`src/rtl/instruction_fetch_pkg.sv`:
```
// Shared definitions for the instruction fetch stage: opcodes, bubble encoding,
// fetch state machine encoding and the IF/ID register layout.
package instruction_fetch_pkg;

    localparam logic [6:0] OPC_R_TYPE = 7'b0110011;
    localparam logic [6:0] OPC_I_ALU  = 7'b0010011;
    localparam logic [6:0] OPC_LOAD   = 7'b0000011;
    localparam logic [6:0] OPC_STORE  = 7'b0100011;
    localparam logic [6:0] OPC_BRANCH = 7'b1100011;

    // addi x0,x0,0 -- decodes as a harmless I-ALU op downstream
    localparam logic [31:0] NOP_INSTR_C = {25'd0, OPC_I_ALU};

    localparam logic [31:0] PC_ALIGN_MASK = 32'hFFFF_FFFC;

    typedef enum logic [1:0] {
        ST_IDLE  = 2'd0,
        ST_FIRST = 2'd1,
        ST_RUN   = 2'd2
    } fetch_state_e;

    typedef enum logic [1:0] {
        IFID_HOLD  = 2'd0,
        IFID_FETCH = 2'd1,
        IFID_FLUSH = 2'd2
    } ifid_op_e;

    typedef struct packed {
        logic [31:0] pc;
        logic [31:0] instr;
        logic        valid;
    } ifid_t;

endpackage

```
`src/rtl/instruction_fetch_if.sv`:
```
// Fetch-stage bundle: pipeline control in, instruction memory port, IF/ID outputs.
interface instruction_fetch_if;

    logic        stall;
    logic        branch_taken;
    logic [31:0] branch_target;
    logic [31:0] imem_addr;
    logic [31:0] imem_rdata;
    logic [31:0] if_pc;
    logic [31:0] if_instr;
    logic [6:0]  opcode;
    logic        if_valid;

    // master: pipeline control plus instruction memory; slave: the fetch unit
    modport master (
        output stall, branch_taken, branch_target, imem_rdata,
        input  imem_addr, if_pc, if_instr, opcode, if_valid
    );

    modport slave (
        input  stall, branch_taken, branch_target, imem_rdata,
        output imem_addr, if_pc, if_instr, opcode, if_valid
    );

endinterface

```
`src/rtl/instruction_fetch_pc_register.sv`:
```
// Program counter: reset > load target > hold > advance by 4, always word aligned.
module pc_register
    import instruction_fetch_pkg::*;
#(
    parameter logic [31:0] RESET_PC = 32'h0000_0000
) (
    input  logic        clk,
    input  logic        reset,
    input  logic        hold_i,
    input  logic        load_i,
    input  logic [31:0] target_i,
    output logic [31:0] pc_o
);

    logic [31:0] pc_q;
    logic [31:0] pc_d;

    always_comb begin
        pc_d = pc_q + 32'd4;
        if (load_i) begin
            pc_d = target_i & PC_ALIGN_MASK;
        end else if (hold_i) begin
            pc_d = pc_q;
        end
    end

    always_ff @(posedge clk) begin
        if (reset) begin
            pc_q <= RESET_PC & PC_ALIGN_MASK;
        end else begin
            pc_q <= pc_d;
        end
    end

    assign pc_o = pc_q;

endmodule

```
`src/rtl/instruction_fetch.sv`:
```
// Instruction fetch stage: PC, IF/ID pipeline register and fetch state machine.
module instruction_fetch
    import instruction_fetch_pkg::*;
#(
    parameter logic [31:0] RESET_PC  = 32'h0000_0000,
    parameter logic [31:0] NOP_INSTR = NOP_INSTR_C
) (
    input  logic                 clk,
    input  logic                 reset,
    instruction_fetch_if.slave   bus
);

    fetch_state_e state_q;
    fetch_state_e state_d;
    logic         pc_load;
    logic         pc_hold;
    ifid_op_e     ifid_op;
    logic [31:0]  pc;
    ifid_t        ifid_q;
    ifid_t        ifid_d;

    pc_register #(
        .RESET_PC (RESET_PC)
    ) u_pc (
        .clk      (clk),
        .reset    (reset),
        .hold_i   (pc_hold),
        .load_i   (pc_load),
        .target_i (bus.branch_target),
        .pc_o     (pc)
    );

    always_ff @(posedge clk) begin
        if (reset) begin
            state_q <= ST_IDLE;
        end else begin
            state_q <= state_d;
        end
    end

    always_comb begin
        state_d = state_q;
        unique case (state_q)
            ST_IDLE:  state_d = ST_FIRST;
            ST_FIRST: if (!bus.stall && !bus.branch_taken) state_d = ST_RUN;
            ST_RUN:   state_d = ST_RUN;
            default:  state_d = ST_IDLE;
        endcase
    end

    // A taken branch overrides a stall so the wrong-path fetch is always flushed
    always_comb begin
        pc_load = 1'b0;
        pc_hold = 1'b0;
        ifid_op = IFID_FETCH;
        if (bus.branch_taken) begin
            pc_load = 1'b1;
            ifid_op = IFID_FLUSH;
        end else if (bus.stall) begin
            pc_hold = 1'b1;
            ifid_op = IFID_HOLD;
        end
    end

    always_comb begin
        ifid_d = ifid_q;
        unique case (ifid_op)
            IFID_FETCH: ifid_d = '{pc: pc, instr: bus.imem_rdata, valid: 1'b1};
            IFID_FLUSH: ifid_d = '{pc: pc, instr: NOP_INSTR, valid: 1'b0};
            default:    ifid_d = ifid_q;
        endcase
    end

    always_ff @(posedge clk) begin
        if (reset) begin
            ifid_q <= '{pc: RESET_PC, instr: NOP_INSTR, valid: 1'b0};
        end else begin
            ifid_q <= ifid_d;
        end
    end

    assign bus.imem_addr = pc;
    assign bus.if_pc     = ifid_q.pc;
    assign bus.if_instr  = ifid_q.instr;
    assign bus.opcode    = ifid_q.instr[6:0];
    assign bus.if_valid  = ifid_q.valid;

endmodule

```
`src/flat_wrapper.sv`:
```
// flat-port wrapper written by rule: the top's interface ports become plain ports
module instruction_fetch_flat import instruction_fetch_pkg::*;
#(
    parameter logic [31:0] RESET_PC  = 32'h0000_0000,
    parameter logic [31:0] NOP_INSTR = NOP_INSTR_C
)
  (clk, reset, bus_stall, bus_branch_taken, bus_branch_target, bus_imem_rdata, bus_imem_addr, bus_if_pc, bus_if_instr, bus_opcode, bus_if_valid);
  instruction_fetch_if bus_i ();
  input  logic clk;
  input  logic reset;
  input wire logic [$bits(bus_i.stall)-1:0] bus_stall;
  input wire logic [$bits(bus_i.branch_taken)-1:0] bus_branch_taken;
  input wire logic [$bits(bus_i.branch_target)-1:0] bus_branch_target;
  input wire logic [$bits(bus_i.imem_rdata)-1:0] bus_imem_rdata;
  output wire logic [$bits(bus_i.imem_addr)-1:0] bus_imem_addr;
  output wire logic [$bits(bus_i.if_pc)-1:0] bus_if_pc;
  output wire logic [$bits(bus_i.if_instr)-1:0] bus_if_instr;
  output wire logic [$bits(bus_i.opcode)-1:0] bus_opcode;
  output wire logic [$bits(bus_i.if_valid)-1:0] bus_if_valid;
  assign bus_i.stall = bus_stall;
  assign bus_i.branch_taken = bus_branch_taken;
  assign bus_i.branch_target = bus_branch_target;
  assign bus_i.imem_rdata = bus_imem_rdata;
  assign bus_imem_addr = bus_i.imem_addr;
  assign bus_if_pc = bus_i.if_pc;
  assign bus_if_instr = bus_i.if_instr;
  assign bus_opcode = bus_i.opcode;
  assign bus_if_valid = bus_i.if_valid;
  instruction_fetch #(.RESET_PC(RESET_PC), .NOP_INSTR(NOP_INSTR)) u_core (.clk(clk), .reset(reset), .bus(bus_i));
endmodule
```
`config.mk`:
```
export PLATFORM = sky130hd
export DESIGN_NAME = instruction_fetch_flat
export DESIGN_NICKNAME = d
export VERILOG_FILES = /design/src/rtl/instruction_fetch_pkg.sv /design/src/rtl/instruction_fetch_if.sv /design/src/rtl/instruction_fetch_pc_register.sv /design/src/rtl/instruction_fetch.sv /design/src/flat_wrapper.sv
export SDC_FILE = /design/constraint.sdc
export NUM_CORES = 1
export LEC_CHECK = 0
export BUFFER_PORTS_ARGS = -buffer_cell sky130_fd_sc_hd__buf_2
export CORE_MARGIN = 8
export CORE_UTILIZATION = 52
export DETAILED_ROUTE_END_ITERATION = 7
export PLACE_DENSITY = 0.88
export SETUP_SLACK_MARGIN = 0.1
export SYNTH_ARGS = -nofsm -noshare
export SYNTH_HDL_FRONTEND = slang
export SYNTH_SLANG_ARGS = --single-unit
```
`constraint.sdc`:
```
create_clock -name clk -period 4.87 [get_ports clk]
set_input_delay 0.2435 -clock clk [delete_from_list [all_inputs] [get_ports clk]]
set_output_delay 0.2435 -clock clk [all_outputs]
set_load 0.02 [all_outputs]
```
Yosys cells after proc, flatten, opt, wreduce, memory -nomap -nowiden
Index checks and enable logic that the tools add are counted.

Register bits: 97. Word-level logic and storage cells: 19.

Reduce and logical (&&, ||, !) cells: 2. Add/subtract/negate cells: 1. Muxes and demuxes: 8. Equality and inequality tests: 3.

Operators with widths (number): 65-bit one-hot mux with 2 select lines (1); 32-bit 2-to-1 mux (2); 32-bit by 3-bit adder with 32-bit output (second input constant) (1); 1-bit 2-to-1 mux (4); 2-bit by 1-bit equality test with 1-bit output (second input constant) (1); 2-bit equality test (second input constant) (1); 2-bit 2-to-1 mux (1); 2-bit by 1-bit inequality test with 1-bit output (second input constant) (1); 2-bit nonzero test (1); 2-bit OR reduction (1).

Logic depth before layout (Yosys ltp)
Gate-level depths: netlist of run 1.

Word-level depth: 4. Depth in mapped cells: 6. Depth with buffers taken out: 5.

By module
From an unflattened synthesis of run 1, not the netlist that was laid out.

Cells, all modules: 480. Area total of the unflattened synthesis: 4496.8 um^2.

By module, submodules not included: instruction_fetch (cells each 260, area each 2717.6 um^2, times used 1, sequential area each 1301.2 um^2); pc_register (cells each 220, area each 1779.2 um^2, times used 1, sequential area each 600.6 um^2).

Least setup slack after synthesis of run 1
Ideal clock, no wire load.

Path kind: reg2reg. Start: reg u_core.u_pc.pc_q[6], in the netlist u_core.u_pc.pc_o[6]. End: reg u_core.u_pc.pc_q[21], in the netlist u_core.u_pc.pc_o[21]. Buffers on the path: 2. Setup time: 0.091 ns. Path slack: 2.983 ns. Period minus slack after synthesis: 1.887 ns. Cell stages (with the launch flop): 7. Arrival: 1.796 ns. Cell sequence: dfxtp_1 > buf_4 > nand3_2 > or4_1 > buf_2 > or3_1 > a311oi_1.

Word-level cells in the longest chain between the ends: 3.

RTL lines: start: declaration (RTL line instruction_fetch_pc_register.sv:15) `logic [31:0] pc_q;`; start signal: assignment (RTL line instruction_fetch_pc_register.sv:29) `pc_q <= RESET_PC & PC_ALIGN_MASK;`; start signal: assignment (RTL line instruction_fetch_pc_register.sv:31) `pc_q <= pc_d;`; 32-bit by 3-bit adder with 32-bit output (RTL line instruction_fetch_pc_register.sv:19) `pc_d = pc_q + 32'd4;`; 32-bit 2-to-1 mux (RTL line instruction_fetch_pc_register.sv:22) `end else if (hold_i) begin`; 32-bit 2-to-1 mux (RTL line instruction_fetch_pc_register.sv:20) `if (load_i) begin`.

No other way between the ends. The select of a mux whose other input is x is not followed. A chain may end at the register's enable or synchronous reset.

Worst setup path in the final report of run 1
Start: in bus_stall. End: reg u_core.u_pc.pc_q[25], in the netlist u_core.u_pc.pc_o[25].

Word-level cells in the longest chain between the ends: 3.

RTL lines: start: declaration (RTL line flat_wrapper.sv:11) `input wire logic [$bits(bus_i.stall)-1:0] bus_stall;`; 1-bit 2-to-1 mux (RTL line instruction_fetch.sv:59) `end else if (bus.stall) begin`; 1-bit 2-to-1 mux (RTL line instruction_fetch.sv:56) `if (bus.branch_taken) begin`; 2-bit by 1-bit inequality test with 1-bit output (no line).

No other way between the ends.

==> impl_metrics.toml, run 1 <==
[outcome]
status = "completed"

[final_layout]
diodes = 0
synthToLayoutAreaGrowth_pct = 17.8
fill_cells = 702
final_cell_mix = "buf_2 (165), dfxtp_1 (93), nand2_1 (79), nor2_1 (60), a21oi_1 (39)"
drive_above_1_share = 0.307
fin_nets = 695
fin_area_um2 = 5080
final_common_cell = "buf_2"

[sta]
setup_tns_ps = 0
finalCritPeriodShare = 0.455
slew_headroom = 0.290
fin_crit_ps = 2220
rsz0062_at_grt = "no"
drv_slew = 0
hold_violations = 0
fmaxAchievable_ghz = 0.451
clock_skew_ps = 14.1
tightest_slew_ps = 1060
setup_viol = 0

[place]
portBuffers = 165
dpl.hpwl_um = 8780
place_area_um2 = 4860
gp_congestion = 0.826

[route]
vias = 4002
drc = 0
routedWlPerCell_um = 16.2
drtPass1Iterations = 4
totalWireLength_um = 11900
routed_via_density = 5.44
drt_iter0_drc = 143
postRouteAntennaNets = 0

[synth]
ys_async_sr_fraction = 0
synthesis.area_um2 = 4320
syn_inst = 520
synth-edff-count = 0
synthFlopType = "dfxtp_1"
synthDistinctLibCells = 41
synth-seq-cells = 93
avgSynthCellArea_um2 = 8.30
ys_seq_area_frac = 0.431
synth_warnings = 0

[critical_path]
worstPathArrival_ps = 2470
required_ps = 5130
critPathKind = "input port to register"
critical_path.max_stage_delay_ps = 700
reg2reg_from = "u_core.u_pc.pc_o[12]"
crit_fanout = 41
worstSetupStartpoint = "bus_stall"
worst_path_max_delay_cell = "or4_1"
critPathCaptureType = "register"
path_cells = "buf_2 > nand3b_1 > or4_1 > or3_1 > a311oi_1"
start_kind = "input port"

[pwr]
leakagePower_nw = 2.33
power.density_nw_per_um2 = 325
vdd_ir_drop_max_uv = 185

[floorplanning]
initial_core_util = 0.531
core_um2 = 8130
die_area_um2 = 11500
ioPinCount = 172
dieWidth_um = 107
rows = 33
die_y_um = 107

[cts]
clk_latency_ps = 360
clk_root_buffer_cell = "clkbuf_8"
cts_resized = 0
h-tree-depth = 3
tritoncts = "built"
cts.clk_slew.worst_paths_ps = 100
post_cts_buffers = 0
cts.path.max_buffers = 2
cts_made_buffers = 9
ctsHoldBuffers = 0
cts_num_sinks = 93

[grt]
grtUsageTotal = 0.201
grt_pass1_vias = 3963
grt_max_degree = 67
grt_pass1_wl_um = 19000
grt_antenna_before_repair = 0
grt.overflow.total = 0

[worst_hold_path]
hold_class = "input port to register"
hold_start = "bus_imem_rdata[1]"

[run]
max_cap_viol_count = 0
==> sequential cells by signal, indices dropped and copies added, names as in the netlist <==
register / flops
u_core.bus.if_instr: 32
u_core.bus.if_pc: 30
u_core.u_pc.pc_o: 30
u_core.bus.if_valid: 1
==> synthesized netlist by cell type (all sizes together) (2+ instances only) <==
cell / instances / share of area
clkbuf: 24 / 0.021
dfxtp: 93 / 0.43
o311a: 2 / 0.0046
nor2: 60 / 0.052
a311oi: 11 / 0.022
and3: 3 / 0.0043
nand2: 79 / 0.069
a2111oi: 4 / 0.0081
o21ai: 12 / 0.014
mux2i: 33 / 0.077
nand4: 11 / 0.019
buf: 52 / 0.083
nor3b: 2 / 0.0035
or4: 5 / 0.0087
nor4: 6 / 0.0087
or2: 2 / 0.0029
nand3b: 2 / 0.0035
o31ai: 2 / 0.0035
nor2b: 4 / 0.0058
nor3: 2 / 0.0023
a211oi: 10 / 0.017
xnor2: 7 / 0.014
xor2: 3 / 0.0061
nand3: 14 / 0.017
and4: 9 / 0.018
a21oi: 39 / 0.045
or3: 9 / 0.013
inv: 13 / 0.011
==> critical path: cells and delay by family <==
kind	cells	cell delay [ps]
buffers and inverters	1	430
AO/OA/AOI/OAI	1	280
AND/OR/NAND/NOR	3	1520
==> final cells by class <==
cell class              count  area (um^2)  area share
multi-input cells         341         1970       0.388
flip-flops and latches     93         1860       0.366
repair buffers            168          848       0.167
well taps                 105          131      0.0258
clock buffers               9          124      0.0244
clock inverters             7         97.6      0.0192
inverters                  13         48.8     0.00960
==> logic make-up after synthesis <==
kind of cell / after synthesis / share of synthesized area
simple gates: 210 / 0.232
flops: 93 / 0.431
buf+inv: 89 / 0.115
compound gates: 83 / 0.121
mux: 33 / 0.0765
xor+xnor: 10 / 0.0203
fa+ha+maj: 1 / 0.00290
other cells: 1 / 0.000868
==> stage by stage <==
step,power (mW),setup slack (ps),cells,utilization,hold slack (ps)
after global routing,1.72,2320,736,0.625,102
after floorplan,1.03,2980,523,-,369
after detailed placement,1.10,2290,720,0.598,442
after global placement,1.09,2330,720,0.598,431
after CTS,1.66,2670,736,0.625,87.0
final,1.65,2650,736,0.625,100
==> final timing paths <==
kind                            endpoint  slack (ps)  cells past startpoint
setup / recovery    u_core.u_pc.pc_o[25]        2650                      5
hold reg to reg     u_core.bus.if_pc[22]         450                      2
setup reg to reg    u_core.u_pc.pc_o[23]        2660                      4
hold / removal    u_core.bus.if_instr[1]         100                      3
==> per-layer routing <==
metal  share of wire  vias to the layer above  GRT usage
li1                -                     1963          -
met1            0.41                     1855      0.231
met2            0.47                      165      0.328
met3            0.10                       19     0.0804
met4           0.017                        0     0.0734
met5               0                        -          0
==> report_power, final <==
part           leakage, nW  internal [mW]  total [mW]  switching (mW)
sequential           0.764          0.799       0.843          0.0445
combinational         1.46         0.0899       0.237           0.147
clock                0.106          0.291       0.574           0.283
total                 2.33           1.18        1.65           0.474
No activity file was read; power rests on OpenSTA's default activity.
==> run 2: changes to the inputs <==
--- a/config.mk
+++ b/config.mk
@@ -7,9 +7,9 @@
 export LEC_CHECK = 0
 export BUFFER_PORTS_ARGS = -buffer_cell sky130_fd_sc_hd__buf_2
 export CORE_MARGIN = 8
-export CORE_UTILIZATION = 52
+export CORE_UTILIZATION = 49
 export DETAILED_ROUTE_END_ITERATION = 7
-export PLACE_DENSITY = 0.88
+export PLACE_DENSITY = 0.84
 export SETUP_SLACK_MARGIN = 0.1
 export SYNTH_ARGS = -nofsm -noshare
 export SYNTH_HDL_FRONTEND = slang
==> constraint.sdc (replaced) <==
create_clock -name clk -period 2.3 [get_ports clk]
set_input_delay 0.115 -clock clk [delete_from_list [all_inputs] [get_ports clk]]
set_output_delay 0.115 -clock clk [all_outputs]
set_load 0.02 [all_outputs]
==> run 2 against run 1 <==
Compared with the run above: sequential power rose by 110%; critical endpoint is now u_core.u_pc.pc_o[21]; core utilization rose by 0.79 points; count of clock-buffer cells in the layout rose by 1; non-clock buffer count rose by 41; worst setup slack got worse by 2300 ps; design area rose by 7.5%; register-to-register slack got worse by 2400 ps; largest cell class unchanged; cell count rose by 6.0%; clock skew fell by 4.4 ps; global-route usage rose by 0.90 points.
==> impl_metrics.toml, run 2 (synthesis gave the netlist of run 1 again) <==
[outcome]
status = "completed"

[route]
routedWlPerCell_um = 16.6
vias = 4123
drtPass1Iterations = 4
drc = 0
postRouteAntennaNets = 0
drt_iter0_drc = 218
totalWireLength_um = 13000
routed_via_density = 5.29

[floorplanning]
core_um2 = 8640
ioPinCount = 172
die_y_um = 110
initial_core_util = 0.500
dieWidth_um = 110
rows = 34
die_area_um2 = 12100

[place]
place_area_um2 = 4960
gp_congestion = 0.906
placed_cells = 735
dpl.hpwl_um = 9260
portBuffers = 165

[cts]
cts.clk_slew.worst_paths_ps = 100
clk_latency_ps = 360
cts.path.max_buffers = 2
cts_num_sinks = 93
cts_made_buffers = 9
clk_root_buffer_cell = "clkbuf_8"
tritoncts = "built"
h-tree-depth = 3
post_cts_buffers = 0

[sta]
setup_tns_ps = 0
drv_slew = 0
fin_crit_ps = 1990
hold_violations = 0
clock_skew_ps = 9.65
finalCritPeriodShare = 0.866
slew_headroom = 0.621
setup_viol = 0
fmaxAchievable_ghz = 0.502
tightest_slew_ps = 563
rsz0062_at_grt = "no"

[pwr]
internal-power_mw = 2.46
comb_power_share = 0.163
power_switching_mw = 1.03
pwr-share-seq = 0.508
clkPwrFrac = 0.329
vdd_ir_drop_max_uv = 440
power.density_nw_per_um2 = 639
swShare = 0.295
leakagePower_nw = 2.51
power_mw = 3.49

[critical_path]
critical_path.max_stage_delay_ps = 610
critPathCaptureType = "register"
path_buf_inv = 0
path_cells = "nand4_2 > or4_4 > or3_1 > a311oi_1"
crit_fanout = 10
r2r_slack_ps = 310
start_kind = "register"
worstPathArrival_ps = 2260
critPathKind = "register to register"
worst_path_max_delay_cell = "or4_4"
cp_top_family = "simple AND/OR/NAND/NOR gates"
required_ps = 2570

[grt]
grt_max_degree = 46
grtUsageTotal = 0.210
grt.overflow.total = 0
grt_antenna_before_repair = 0
grt_pass1_vias = 4162
grt_pass1_wl_um = 20300

[final_layout]
finalNonFillerCells = 780
fill_cells = 751
final_common_cell = "buf_2"
fin_nets = 736
largest_reg_flops = 32
drive_above_1_share = 0.308
postLayoutCoreUtil = 0.633
synthToLayoutAreaGrowth_pct = 26.6
final_cell_mix = "buf_2 (165), dfxtp_1 (93), nand2_1 (79), nor2_1 (60), a21oi_1 (39)"
fin_area_um2 = 5470
diodes = 0

[worst_hold_path]
hold_class = "input port to register"

[run]
max_cap_viol_count = 0
run 2: power groups by stage:
stage | combinational, mW | clock (mW) | sequential [mW]
detailed placement | 0.530 | 0 | 1.81
global route | 0.619 | 1.23 | 1.79
global placement | 0.520 | 0 | 1.80
floorplan | 0.339 | 0 | 1.84
CTS | 0.570 | 1.17 | 1.77
finish | 0.570 | 1.15 | 1.77
run 2: final cells by class:
cell class	count	area, um^2	area share
Multi-Input combinational cell	341	1990	0.363
Tap cell	108	135	0.0247
Timing Repair Buffer	209	1230	0.225
Clock inverter	6	68.8	0.0126
Sequential cell	93	1860	0.341
Clock buffer	10	138	0.0252
Inverter	13	48.8	0.00893
run 2: routing by layer:
metal	vias to the layer above	share of wire	global-route usage	routed length [um]
met5	-	0	0	0
met2	174	0.48	0.352	6210
li1	2047	-	-	-
met4	0	0.014	0.0714	177
met1	1885	0.40	0.242	5200
met3	17	0.11	0.0744	1360
run 2: timing repair:
action	4_1_cts	5_1_grt
resized for setup	0	2
hold endpoints to repair	29	0
endpoints found under the setup margin	0	3
hold buffers	29	0
run 2: worst min-delay path, cell delays in order:
cell and delay [ps]:
buf_2 80, mux2i_1 60, nor2_1 80
run 2: path summary, 6_finish.rpt:
check                                          start                      to  cells past startpoint
worst max-delay path             u_core.u_pc.pc_o[8]    u_core.u_pc.pc_o[21]                      4
worst min-delay path               bus_imem_rdata[6]  u_core.bus.if_instr[6]                      3
worst max register to register   u_core.u_pc.pc_o[8]    u_core.u_pc.pc_o[21]                      4
worst min register to register  u_core.bus.if_pc[15]    u_core.bus.if_pc[15]                      2
run 2: stage by stage:
step	setup WS (ps)	hold slack, ps
3_3_place_gp	273	329
2_1_floorplan	413	240
5_1_grt	168	5.76
4_1_cts	184	2.41
6_report	309	8.31
3_5_place_dp	214	339
==> run 3: changes to the inputs <==
--- a/config.mk
+++ b/config.mk
@@ -7,9 +7,9 @@
 export LEC_CHECK = 0
 export BUFFER_PORTS_ARGS = -buffer_cell sky130_fd_sc_hd__buf_2
 export CORE_MARGIN = 8
-export CORE_UTILIZATION = 49
+export CORE_UTILIZATION = 52
 export DETAILED_ROUTE_END_ITERATION = 7
-export PLACE_DENSITY = 0.84
+export PLACE_DENSITY = 0.88
 export SETUP_SLACK_MARGIN = 0.1
 export SYNTH_ARGS = -nofsm -noshare
 export SYNTH_HDL_FRONTEND = slang
==> constraint.sdc (replaced) <==
create_clock -name clk -period 2.4 [get_ports clk]
set_input_delay 0.12 -clock clk [delete_from_list [all_inputs] [get_ports clk]]
set_output_delay 0.12 -clock clk [all_outputs]
set_load 0.02 [all_outputs]
==> run 3 against run 2 <==
Compared with the run above: clock skew is 4.4 ps higher; fmax is 3.5% lower; combinational power down 7.5%; count of clock-buffer cells in the layout did not move; flip-flop and latch count is the same; cell count is 2.2% lower; design area down 2.5%; die area shrank 4.9%; sequential share of layout area up 0.86 points; largest cell class unchanged; largest power group unchanged.
==> impl_metrics.toml, run 3 (synthesis gave the netlist of run 1 again) <==
[outcome]
status = "completed"

[floorplanning]
rows = 33
die_y_um = 107
initial_core_util = 0.531
core_um2 = 8130
die_area_um2 = 11500
ioPinCount = 172
dieWidth_um = 107

[grt]
grtUsageTotal = 0.220
grt_max_degree = 47
grt_antenna_before_repair = 0
grt_pass1_wl_um = 20700
grt.overflow.total = 0
grt_pass1_vias = 4131

[final_layout]
largest_reg_flops = 32
diodes = 0
synthToLayoutAreaGrowth_pct = 23.5
finalNonFillerCells = 763
final_common_cell = "buf_2"
fin_nets = 722
drive_above_1_share = 0.305
final_cell_mix = "buf_2 (165), dfxtp_1 (93), nand2_1 (79), nor2_1 (60), a21oi_1 (39)"

[pwr]
vdd_ir_drop_max_uv = 516
power.density_nw_per_um2 = 618
leakagePower_nw = 2.44

[worst_hold_path]
hold_class = "input port to register"

[critical_path]
path_cells = "nand4_2 > or4_4 > or3_1 > a311oi_1"
start_kind = "register"
worst_path_max_delay_cell = "or4_4"
critPathKind = "register to register"
r2r_slack_ps = 340
crit_fanout = 10
worstPathArrival_ps = 2310
cp_top_family = "simple AND/OR/NAND/NOR gates"
path_buf_inv = 0
required_ps = 2650
critPathCaptureType = "register"
critical_path.max_stage_delay_ps = 620

[route]
drc = 0
routed_via_density = 5.48
vias = 4181
totalWireLength_um = 12900
drt_iter0_drc = 202
drtPass1Iterations = 5
postRouteAntennaNets = 0
routedWlPerCell_um = 16.9

[sta]
slew_headroom = 0.432
setup_tns_ps = 0
drv_slew = 0
finalCritPeriodShare = 0.860
fmaxAchievable_ghz = 0.484
setup_viol = 0
tightest_slew_ps = 853
fin_crit_ps = 2060
hold_violations = 0
clock_skew_ps = 14.1
rsz0062_at_grt = "no"

[cts]
cts_num_sinks = 93
tritoncts = "built"
post_cts_buffers = 0
cts.clk_slew.worst_paths_ps = 100
clk_latency_ps = 360
h-tree-depth = 3
cts.path.max_buffers = 2
clk_root_buffer_cell = "clkbuf_8"
cts_made_buffers = 9

[run]
max_cap_viol_count = 0

[place]
portBuffers = 165
placed_cells = 727
gp_congestion = 0.851
dpl.hpwl_um = 9080
[run 3: final timing paths]
path | start | endpoint | cells after the start
setup / recovery | u_core.u_pc.pc_o[7] | u_core.u_pc.pc_o[25] | 4
setup reg to reg | u_core.u_pc.pc_o[7] | u_core.u_pc.pc_o[25] | 4
hold reg to reg | u_core.bus.if_pc[23] | u_core.bus.if_pc[23] | 2
hold / removal | bus_imem_rdata[7] | u_core.bus.if_instr[7] | 3
[run 3: where the power goes]
part | switching (mW) | internal [mW]
clock | 0.570 | 0.490
sequential | 0.0864 | 1.62
combinational | 0.317 | 0.210
total | 0.973 | 2.32
[run 3: stage by stage]
stage                     setup slack (ps)  area, um^2   util  power, mW  hold WS [ps]
final                                  336        5330  0.655       3.29          7.40
after global routing                   187        5330  0.655       3.43          2.44
after CTS                              245        5330  0.655       3.30         0.226
after detailed placement               307        4930  0.606       2.24           339
after global placement                 373        4930  0.606       2.22           333
after floorplan                        513        4330      -       2.09           245
[run 3: layout make-up]
class,instances,area (um^2)
fillers,682,2800
multi-input cells,341,1980
flip-flops and latches,93,1860
repair buffers,195,1110
well taps,105,131
clock buffers,10,128
clock inverters,6,71.3
inverters,13,48.8
[run 3: what timing repair did]
item,CTS,global route
gates resized for setup,0,1
setup endpoints to repair,0,3
hold endpoints to repair,20,0
hold buffers,20,0
[run 3: metal layers]
layer,up-vias,part of all wire,GRT usage
li1,2017,-,-
met1,1955,0.39,0.247
met2,184,0.48,0.372
met3,25,0.11,0.0804
met4,0,0.019,0.0814
met5,-,0,0
[run 3: worst reg2reg max path: cells and delay by family (launching register included)]
kind | cells | cell delay (ps)
AOI/OAI and AO/OA | 1 | 300
DFF | 1 | 510
and+or+nand+nor | 3 | 1150
